$ cat config.mk
export PLATFORM = sky130hd
export DESIGN_NAME = count_sample_fifo
export DESIGN_NICKNAME = d
export VERILOG_FILES = /design/src/rtl/count_sample_fifo.sv
export SDC_FILE = /design/constraint.sdc
export NUM_CORES = 1
export LEC_CHECK = 0
export ABC_CLOCK_PERIOD_IN_PS = 2600
export CAP_MARGIN = 20
export CORE_MARGIN = 2
export CORE_UTILIZATION = 55
export DETAILED_ROUTE_END_ITERATION = 10
export PLACE_DENSITY = 0.76
export SLEW_MARGIN = 15
export SYNTH_ARGS = -nofsm -noshare
export SYNTH_HDL_FRONTEND = slang
export SYNTH_SLANG_ARGS = --single-unit
$ cat constraint.sdc
create_clock -name clk -period 2.6 [get_ports clk]
set_input_delay 0.65 -clock clk [delete_from_list [all_inputs] [get_ports clk]]
set_output_delay 0.65 -clock clk [all_outputs]
set_load 0.02 [all_outputs]
$ cat src/rtl/count_sample_fifo.sv
// Captures a free-running counter on request into a small FIFO, tagging each
// sample with whether the counter wrapped since the previously stored sample.
module count_sample_fifo #(
  parameter int DEPTH = 8,
  parameter int CW    = 4
) (
  input  logic                     clk,
  input  logic                     reset,
  input  logic [CW-1:0]            count_in,
  input  logic                     sample_en,
  input  logic                     out_ready,
  input  logic                     clear_ovf,
  output logic                     out_valid,
  output logic [CW-1:0]            out_data,
  output logic                     out_wrap,
  output logic [$clog2(DEPTH):0]   level,
  output logic                     full,
  output logic                     empty,
  output logic                     overflow
);

  localparam int AW = $clog2(DEPTH);
  localparam logic [AW:0] FULL_LVL = (AW+1)'(DEPTH);

  logic [CW:0]    mem [DEPTH];
  logic [AW-1:0]  rd_ptr;
  logic [AW-1:0]  wr_ptr;
  logic [AW:0]    lvl;
  logic [CW-1:0]  prev_count;
  logic           prev_valid;
  logic           push;
  logic           pop;
  logic           drop;
  logic           wrap_calc;
  logic [CW:0]    head;

  assign empty     = (lvl == '0);
  assign full      = (lvl == FULL_LVL);
  assign level     = lvl;
  assign out_valid = !empty;
  assign pop       = out_valid && out_ready;
  // A full FIFO still accepts a sample when the head leaves in the same cycle.
  assign push      = sample_en && (!full || pop);
  assign drop      = sample_en && full && !pop;
  assign wrap_calc = prev_valid && (count_in < prev_count);

  // Head is masked while empty so stale or uninitialised storage never shows.
  assign head      = mem[rd_ptr];
  assign out_data  = out_valid ? head[CW-1:0] : '0;
  assign out_wrap  = out_valid && head[CW];

  always_ff @(posedge clk) begin
    if (push) begin
      mem[wr_ptr] <= {wrap_calc, count_in};
    end
  end

  always_ff @(posedge clk or posedge reset) begin
    if (reset) begin
      rd_ptr     <= '0;
      wr_ptr     <= '0;
      lvl        <= '0;
      prev_count <= '0;
      prev_valid <= 1'b0;
      overflow   <= 1'b0;
    end else begin
      if (push) begin
        wr_ptr     <= wr_ptr + 1'b1;
        prev_count <= count_in;
        prev_valid <= 1'b1;
      end
      if (pop) begin
        rd_ptr <= rd_ptr + 1'b1;
      end
      case ({push, pop})
        2'b10:   lvl <= lvl + 1'b1;
        2'b01:   lvl <= lvl - 1'b1;
        default: lvl <= lvl;
      endcase
      // A drop in the same cycle as a clear wins, so no loss goes unreported.
      if (drop) begin
        overflow <= 1'b1;
      end else if (clear_ovf) begin
        overflow <= 1'b0;
      end
    end
  end

endmodule

* Yosys cells after proc, flatten, opt, wreduce, memory -nomap -nowiden
Memories as Yosys holds them, arrays and structs flattened.
Cells that the tools add are included.
W data, S select, Z words.
** Word-level totals
- Word-level logic and storage cells :: 34
- Memories kept :: 1
- Memory bits (writable) :: 40
- Bits in read-only memories :: 0
- Input port bits :: 9
- Latch bits :: 0
- Output and inout port bits :: 13
- Flip-flop bits (word level) :: 16
** Cells by class
- Muxes and demuxes :: 6
- Shift-type cells :: 0
- Divide/modulo/power cells :: 0
- Reduce and logical (&&, ||, !) cells :: 13
- $add $sub $neg :: 4
- Equal/unequal tests :: 3
- Bitwise logic cells :: 0
- Order comparisons :: 1
- $mul :: 0
** Memories
- mem :: words 8, bits a word 5, rd ports 1, clocked after memory_dff 0, write ports 1, RTL line 25 : logic [CW:0] mem [DEPTH];
** Operators with widths (number)
- $pmux W4 S2 :: 1
- $add A3 B1 Y3 const B :: 2
- $logic_and A1 B1 Y1 :: 6
- $add A4 B1 Y4 const B :: 1
- $eq A4 B4 Y1 const B :: 1
- $logic_not A4 Y1 :: 1
- $lt A4 B4 Y1 :: 1
- $mux W1 :: 4
- $mux W4 :: 1
- $reduce_bool A2 Y1 :: 2
- $sub A4 B1 Y4 const B :: 1
- $logic_not A1 Y1 :: 3
- $eq A2 B1 Y1 const B :: 1
- $eq A2 B2 Y1 const B :: 1
- $logic_or A1 B1 Y1 :: 1

* Logic depth before layout (Yosys ltp)
Gate-level depths: netlist of the first run.
- Word-level depth :: 7
- Depth in mapped cells :: 8
- Depth with buffers taken out :: 7

* Worst setup path after synthesis of the first run
OpenSTA, ideal clock, no wires.
- Kind :: reg2out
- Start :: register lvl[0], in the netlist level[0]
- End :: output port out_data[2]
- Setup slack :: 0.138 ns
- Arrival time :: 1.812 ns
- Required time :: 1.950 ns
- Buffers on the path :: 2
- Stages on the path, launching flop included :: 7
- Cell sequence :: dfrtp_1 -> buf_6 -> or4_4 -> buf_6 -> inv_2 -> nor2_1 -> a22o_1
** Between the ends
- Word-level cells in the longest chain between the ends :: 2
** RTL lines
- from (decl) :: RTL line 28 : logic [AW:0] lvl;
- from (signal assigned) :: RTL line 76 : 2'b10: lvl <= lvl + 1'b1;
- from (signal assigned) :: RTL line 77 : 2'b01: lvl <= lvl - 1'b1;
- from (signal assigned) :: RTL line 78 : default: lvl <= lvl;
- $logic_not A4 Y1 :: RTL line 37 : assign empty = (lvl == '0);
- named net empty :: RTL line 18 : output logic empty,
- $mux W4 :: RTL line 49 : assign out_data = out_valid ? head[CW-1:0] : '0;
- to (decl) :: RTL line 14 : output logic [CW-1:0] out_data,
The timed path passes the listed nets, and every way through them passes these cells.

* Worst setup path after layout of the first run
- Start :: register lvl[3], in the netlist level[3]
- End :: output port out_data[0]
** Between the ends
- Word-level cells in the longest chain between the ends :: 2
** RTL lines (RTL line)
- $logic_not A4 Y1 :: 37
- $mux W4 :: 49
No other way between the ends.

==> results of run 1 <==
## cell usage in the layout (no fill, tap or decap), types with 2 or more instances in the layout
cell type,instances
sky130_fd_sc_hd__edfxtp_1,40
sky130_fd_sc_hd__buf_4,17
sky130_fd_sc_hd__dfrtp_1,16
sky130_fd_sc_hd__clkdlybuf4s50_1,14
sky130_fd_sc_hd__mux4_2,10
sky130_fd_sc_hd__nand2_1,8
sky130_fd_sc_hd__inv_1,8
sky130_fd_sc_hd__nor3_1,7
sky130_fd_sc_hd__nand2b_1,7
sky130_fd_sc_hd__mux2_2,6
sky130_fd_sc_hd__ha_1,6
sky130_fd_sc_hd__clkbuf_8,6
sky130_fd_sc_hd__nand3_1,5
sky130_fd_sc_hd__nor2_1,5
sky130_fd_sc_hd__a22o_1,5
sky130_fd_sc_hd__xnor2_1,4
sky130_fd_sc_hd__buf_2,4
sky130_fd_sc_hd__a21oi_1,3
sky130_fd_sc_hd__mux2i_1,3
sky130_fd_sc_hd__o211ai_1,2
sky130_fd_sc_hd__o21ai_0,2
sky130_fd_sc_hd__or3_1,2
sky130_fd_sc_hd__nor2_2,2
sky130_fd_sc_hd__o311ai_0,2
sky130_fd_sc_hd__nor4_1,2
sky130_fd_sc_hd__a21o_1,2
## registers in the layout, indices dropped and copies added (netlist names)
| register | flops |
|---|---|
| prev_valid | 1 |
| overflow | 1 |
| rd_ptr | 3 |
| prev_count | 4 |
| mem | 40 |
| wr_ptr | 3 |
| level | 4 |
## per-stage QoR
| stage | hold WS, ps | area, µm² | power [mW] | setup WS (ps) |
|---|---|---|---|---|
| detailed placement | 459 | 2890 | 2.69 | 21.7 |
| CTS | 486 | 3020 | 3.26 | 4.17 |
| global route | 530 | 2990 | 3.38 | 38.2 |
| global placement | 453 | 2890 | 2.63 | 66.3 |
| finish | 487 | 2990 | 3.19 | 123 |
| floorplan | 436 | 2560 | 2.20 | 138 |
## kinds of logic after synthesis
kind of cell / after synthesis
mux: 19
buf+inv: 19
compound gates: 20
xor+xnor: 5
simple gates: 43
flops: 56
fa+ha+maj: 6
## area by class of cell
| class | instances | share of cell area (%) |
|---|---|---|
| clock inverter | 2 | 1.30 |
| tap | 52 | 2.18 |
| multi-input combinational | 93 | 27.9 |
| timing repair buffer | 39 | 11.2 |
| inverter | 9 | 1.13 |
| clock buffer | 6 | 2.76 |
| sequential | 56 | 53.6 |
## per-layer routing
| layer | GRT usage, % | wire (µm) | part of all wire, % | up-vias |
|---|---|---|---|---|
| met3 | 3.61 | 145 | 3.3 | 5 |
| met5 | 0 | 0 | 0 | - |
| li1 | - | - | - | 710 |
| met2 | 30.7 | 2250 | 50 | 31 |
| met4 | 5.24 | 40 | 0.90 | 0 |
| met1 | 27.5 | 2020 | 45 | 751 |
## what timing repair did
item,in CTS,in global routing
endpoints found under the setup margin,6,6
resized for setup,15,7
cloned,0,0
pin swaps,0,0
## critical path: stages, from the launching register on
cell and delay [ps]:
sky130_fd_sc_hd__dfrtp_1 400, sky130_fd_sc_hd__or4_4 540, sky130_fd_sc_hd__and2_4 200, sky130_fd_sc_hd__a22o_1 220
sky130_fd_sc_hd__buf_2 160
## path summary, 6_finish.rpt
kind,startpoint,endpoint,slack [ps]
max,level[3]$_DFFE_PP0P_,out_data[0],120
min,prev_valid$_DFFE_PP0P_,prev_valid$_DFFE_PP0P_,490
max reg2reg,level[1]$_DFFE_PP0P_,level[1]$_DFFE_PP0P_,660
min reg2reg,prev_valid$_DFFE_PP0P_,prev_valid$_DFFE_PP0P_,490
max in group asynchronous,reset,level[1]$_DFFE_PP0P_,1480
min in group asynchronous,reset,prev_valid$_DFFE_PP0P_,720
## report_power, final
group | internal [mW] | switching [mW] | total (mW)
sequential | 1.14 | 0.132 | 1.28
combinational | 0.649 | 0.675 | 1.32
clock | 0.315 | 0.278 | 0.593
total | 2.11 | 1.09 | 3.19
==> flow_summary.ini, run 1 <==
[run_status]
status = completed

[setup_path]
critical_path_arrival_ps = 1830
critical_path.max_fanout = 5
worst-endpoint-required_ps = 1950
criticalPathCategory = flop to primary output
worst_setup_path_end_kind = primary output
critPathLaunchType = flop
timing.reg2reg.worst_path_depth = 7

[drt]
routed-via-count = 1497
drt_iter0_markers = 122
wire_per_inst_um = 17.3
drc_errors = 0
finalWirelength_um = 4450
drt_pre_antenna_iters = 4
drt-vias-per-instance = 5.82
number_of_routed_nets_with_antenna_violations = 0

[grt]
global_route.usage.total_pct = 19.2
global_route.overflow_total = 0
grt_start_max_net_pins = 18
first_global_vias = 1528
antenna_found_initial = 0
wire_length_of_the_first_global_routing_pass_um = 7510

[synthesis]
synthesis.nets = 183
share_of_synthesized_cell_area_in_full_adder_half_adder_and_majority_cells_pct = 2.93
synth_top_family_by_area = multiplexers
synthMuxAreaShare_pct = 12.6
synthCells = 168
synth-main-ff-cell = sky130_fd_sc_hd__edfxtp_1
synthDominantAreaCellType = sky130_fd_sc_hd__edfxtp_1
yosys.area.top_type_share_pct = 46.9
synth-seq-area-share_pct = 62.5
synth.area.top_cells = sky130_fd_sc_hd__edfxtp_1 47%, sky130_fd_sc_hd__dfrtp_1 16%, sky130_fd_sc_hd__mux4_2 8.8%
synth_area_in_compound_gates_pct = 5.81
synth_simple_gate_area_share_pct = 9.42
ys_top_cells_by_count = 40 x sky130_fd_sc_hd__edfxtp_1, 16 x sky130_fd_sc_hd__dfrtp_1, 10 x sky130_fd_sc_hd__mux4_2, 8 x sky130_fd_sc_hd__inv_1, 8 x sky130_fd_sc_hd__nand2_1
synth_edf_count = 40
most_frequently_used_cell_type_in_the_post_synthesis_netlist = sky130_fd_sc_hd__edfxtp_1
synth.distinct_cells = 38
ys_async_sr_fraction_pct = 28.6
synth_xor_xnor_area_share_pct = 1.71
yosys_warnings = 0
synthesis.area_per_instance_um2 = 15.3
post_synth_instance_area_um2 = 2560
number_of_register_bits_inferred_by_synthesis = 56

[layout]
finalCoreUtilization_pct = 67.7
final_layout_net_count = 219
sequential_cell_area_um2 = 1600
multi_input_comb_area_um2 = 835
layoutNonFillerInstCount = 257
synthToLayoutAreaGrowth_pct = 16.6
layout.filler_cells = 318
share_of_post_route_cells_with_drive_strength_above_1_pct = 25.9
insertedDiodeCount = 0

[sta]
rsz0062_at_grt = false
report.final.setup_viol = 0
finalHoldViolCount = 0
clock.fmax_mhz = 404
fin_setup_tns_ps = 0
period_share_pct = 95.3
clock_skew_after_layout_ps = 11.1
drv_slew = 0
worst_slew_pin_tran_ps = 635
slew_headroom_pct = 57.6
timing.final.crit_period_ps = 2480

[run]
cap_viol_max_count = 0

[hold_path]
holdCritPathClass = flop to flop
worst_hold_path.num_cells = 1

[clock_tree]
cts.reportedPaths.clkPinSlew_ps = 90
cts_setup_buffers = 0
numClockSinks = 56
htree_levels = 2
cts_tree = yes
clock_latency_ps = 310
cts.root.buffer_cell = sky130_fd_sc_hd__clkbuf_8
clock_tree.buffer_depth = 2
post_cts_hold_buffer_count = 0
cts_made_buffers = 5

[floorplan]
horiz_die_dim_um = 72.3
floorplan.die.height_um = 72.3
floorplan.rows = 24
floorplan.io_pins = 22
floorplan.die_area_um2 = 5220
floorplan.initialDensity_pct = 58.1
core_area_um2 = 4410

[place]
io_buffer_count = 21
detailed_place_hpwl_um = 3170
placedCellCount = 249
gp_congestion = 0.805

[power_and_ir_drop]
static-leakage-power_nw = 1.17
power_density_nw_per_um2 = 1070
vdd.ir_drop.worst_uv = 526
(Power assumes the default switching activity.)
==> inputs of run 2 (changes only) <==
Settings changed: ABC_AREA from default to 1, CAP_MARGIN 20 to default, GPL_ROUTABILITY_DRIVEN from default to 0.
==> run 2 against run 1 <==
  * Setup slack lost 8.2 ps
  * Clock power shrank 20%
  * Fmax down 0.33%
  * Non-clock buffer count is 1 lower
  * Cell count increased by 25%
  * Highest routed layer unchanged
==> flow_summary.ini, run 2 <==
[run_status]
status = completed

[layout]
mostFrequentLayoutCells = 51 x sky130_fd_sc_hd__nor2_1, 40 x sky130_fd_sc_hd__edfxtp_1, 25 x sky130_fd_sc_hd__nand2_1
sequential_cell_area_um2 = 1600
number_of_flip_flops_in_the_largest_register = 40
synthToLayoutAreaGrowth_pct = 17.5
share_of_post_route_cells_with_drive_strength_above_1_pct = 17.0
final_layout_net_count = 284
insertedDiodeCount = 0
multi_input_comb_area_um2 = 815
layout.cells.most_common = sky130_fd_sc_hd__nor2_1
layout.filler_cells = 346
postLayoutCellArea_um2 = 2990
largest-register = mem

[power_and_ir_drop]
vdd.ir_drop.worst_uv = 581
switching_share_pct = 40.6
static-leakage-power_nw = 1.22
share_seq_of_total_power_pct = 40.0
power_density_nw_per_um2 = 1090
power.switching_mw = 1.32
pwr-share-comb_pct = 45.3
clock_power_share_pct = 14.7
power_report.internal_total_mw = 1.93

[setup_path]
criticalPathCategory = flop to primary output
critical_path.max_fanout = 6
worst_setup_path_end_kind = primary output
critPathLaunchType = flop
critical_path_arrival_ps = 1840
worst-endpoint-required_ps = 1950

[grt]
global_route.overflow_total = 0
global_route.usage.total_pct = 21.8
grt_start_max_net_pins = 23
wire_length_of_the_first_global_routing_pass_um = 8320
antenna_found_initial = 0
first_global_vias = 1753

[synthesis]
ys_top_cells_by_count = 51 x sky130_fd_sc_hd__nor2_1, 40 x sky130_fd_sc_hd__edfxtp_1, 25 x sky130_fd_sc_hd__nand2_1, 20 x sky130_fd_sc_hd__inv_1
post_synth_instance_area_um2 = 2540
yosys.area.top_type_share_pct = 47.3
synthesis.area_per_instance_um2 = 10.9
synthesis.nets = 247
number_of_register_bits_inferred_by_synthesis = 56
synth.distinct_cells = 30
synthCells = 232
synth-seq-area-share_pct = 63.1
ys_async_sr_fraction_pct = 28.6
yosys_warnings = 0
synth.area.top_cells = sky130_fd_sc_hd__edfxtp_1 47%, sky130_fd_sc_hd__dfrtp_1 16%, sky130_fd_sc_hd__nor2_1 7.5%
most_frequently_used_cell_type_in_the_post_synthesis_netlist = sky130_fd_sc_hd__nor2_1
synth_edf_count = 40
synth-main-ff-cell = sky130_fd_sc_hd__edfxtp_1
synthDominantAreaCellType = sky130_fd_sc_hd__edfxtp_1

[clock_tree]
cts.reportedPaths.clkPinSlew_ps = 90
clock_tree.buffer_depth = 2
cts_made_buffers = 5
cts_setup_buffers = 0
clock_latency_ps = 310
numClockSinks = 56
htree_levels = 2
cts_tree = yes
cts.root.buffer_cell = sky130_fd_sc_hd__clkbuf_8
post_cts_hold_buffer_count = 0

[drt]
finalWirelength_um = 5210
drt-vias-per-instance = 5.51
drt_pre_antenna_iters = 4
wire_per_inst_um = 16.2
drt_iter0_markers = 173
routed-via-count = 1773
number_of_routed_nets_with_antenna_violations = 0
drc_errors = 0

[floorplan]
floorplan.initialDensity_pct = 57.5
horiz_die_dim_um = 72.0
floorplan.io_pins = 22
core_area_um2 = 4410
floorplan.die.height_um = 72.0
floorplan.die_area_um2 = 5180
floorplan.rows = 24

[sta]
clock_skew_after_layout_ps = 6.95
drv_slew = 0
worst_slew_pin_tran_ps = 651
period_share_pct = 95.6
finalHoldViolCount = 0
timing.final.crit_period_ps = 2490
rsz0062_at_grt = false
slew_headroom_pct = 56.5
worst_hold_slack_ps = 475
clock.fmax_mhz = 402
report.final.setup_viol = 0

[hold_path]
holdCritPathClass = flop to flop

[place]
detailed_place.area_um2 = 2900
detailed_place_hpwl_um = 3760
io_buffer_count = 21

[run]
cap_viol_max_count = 0
==> run 2: cell count changes after synthesis, sizes merged, moves of 7 or more <==
cell	delta
inv	+14
nand2b	-7
nor2	+45
nand2	+25
o32ai	+10
mux4	-10
nor3	-7
o21ai	+20
==> run 2: final cells by class <==
cell class	count	share of cell area [%]
Clock buffer	6	2.43
Clock inverter	2	0.545
Inverter	23	2.89
Multi-Input combinational cell	145	27.3
Sequential cell	56	53.7
Tap cell	52	2.18
Timing Repair Buffer	38	11.0
==> run 2: critical path, stage by stage (launching register included) <==
cell	delay, ps
sky130_fd_sc_hd__dfrtp_1	390
sky130_fd_sc_hd__buf_4	170
sky130_fd_sc_hd__nor4_4	310
sky130_fd_sc_hd__clkdlybuf4s50_1	650
==> run 2: final timing paths <==
| path | startpoint | end | slack [ps] | cells past startpoint |
|---|---|---|---|---|
| max | level[0]$_DFFE_PP0P_ | full | 110 | 3 |
| min reg2reg | prev_valid$_DFFE_PP0P_ | prev_valid$_DFFE_PP0P_ | 470 | 2 |
| min in group asynchronous | reset | overflow$_DFFE_PP0P_ | 710 | 2 |
| max reg2reg | level[2]$_DFFE_PP0P_ | mem[7][2]$_DFFE_PP_ | 540 | 8 |
| min | prev_valid$_DFFE_PP0P_ | prev_valid$_DFFE_PP0P_ | 470 | 2 |
| max in group asynchronous | reset | rd_ptr[1]$_DFFE_PP0N_ | 1430 | 2 |
==> run 2: logic make-up after synthesis <==
family / count (synthesis) / share of synthesized area (%)
fa+ha+maj: 6 / 2.96
simple gates: 95 / 16.9
buf+inv: 31 / 5.17
compound gates: 37 / 9.11
mux: 1 / 0.443
xor+xnor: 6 / 2.36
flops: 56 / 63.1
==> run 2: per-layer routing <==
layer	track usage, %	share of wire [%]	vias up
met4	9.22	2.0	0
li1	-	-	860
met1	29.9	45	873
met3	3.75	3.0	10
met5	0	0	-
met2	34.9	50	30
==> run 2: power by group through the flow <==
stage,registers (mW),clock network (mW),logic (mW)
2_1_floorplan,1.31,0,0.932
3_3_place_gp,1.30,0,1.47
3_5_place_dp,1.31,0,1.51
4_1_cts,1.29,0.484,1.47
5_1_grt,1.32,0.512,1.62
6_report,1.30,0.476,1.47
==> run 2: timing repair <==
| action | 4_1_cts | 5_1_grt |
|---|---|---|
| setup endpoints to repair | 5 | 5 |
| endpoints found under the hold margin | 0 | 0 |
| resized for setup | 7 | 7 |
==> run 2: per-stage QoR <==
stage	setup WS [ps]	power [mW]	TNS (ps)	instances	utilization (%)
CTS	27.8	3.25	0	322	67.7
floorplan	584	2.25	0	232	-
detailed placement	-58.4	2.82	-65.9	314	65.6
global route	9.81	3.45	0	322	67.6
global placement	78.7	2.77	0	314	65.6
finish	115	3.24	0	322	67.6
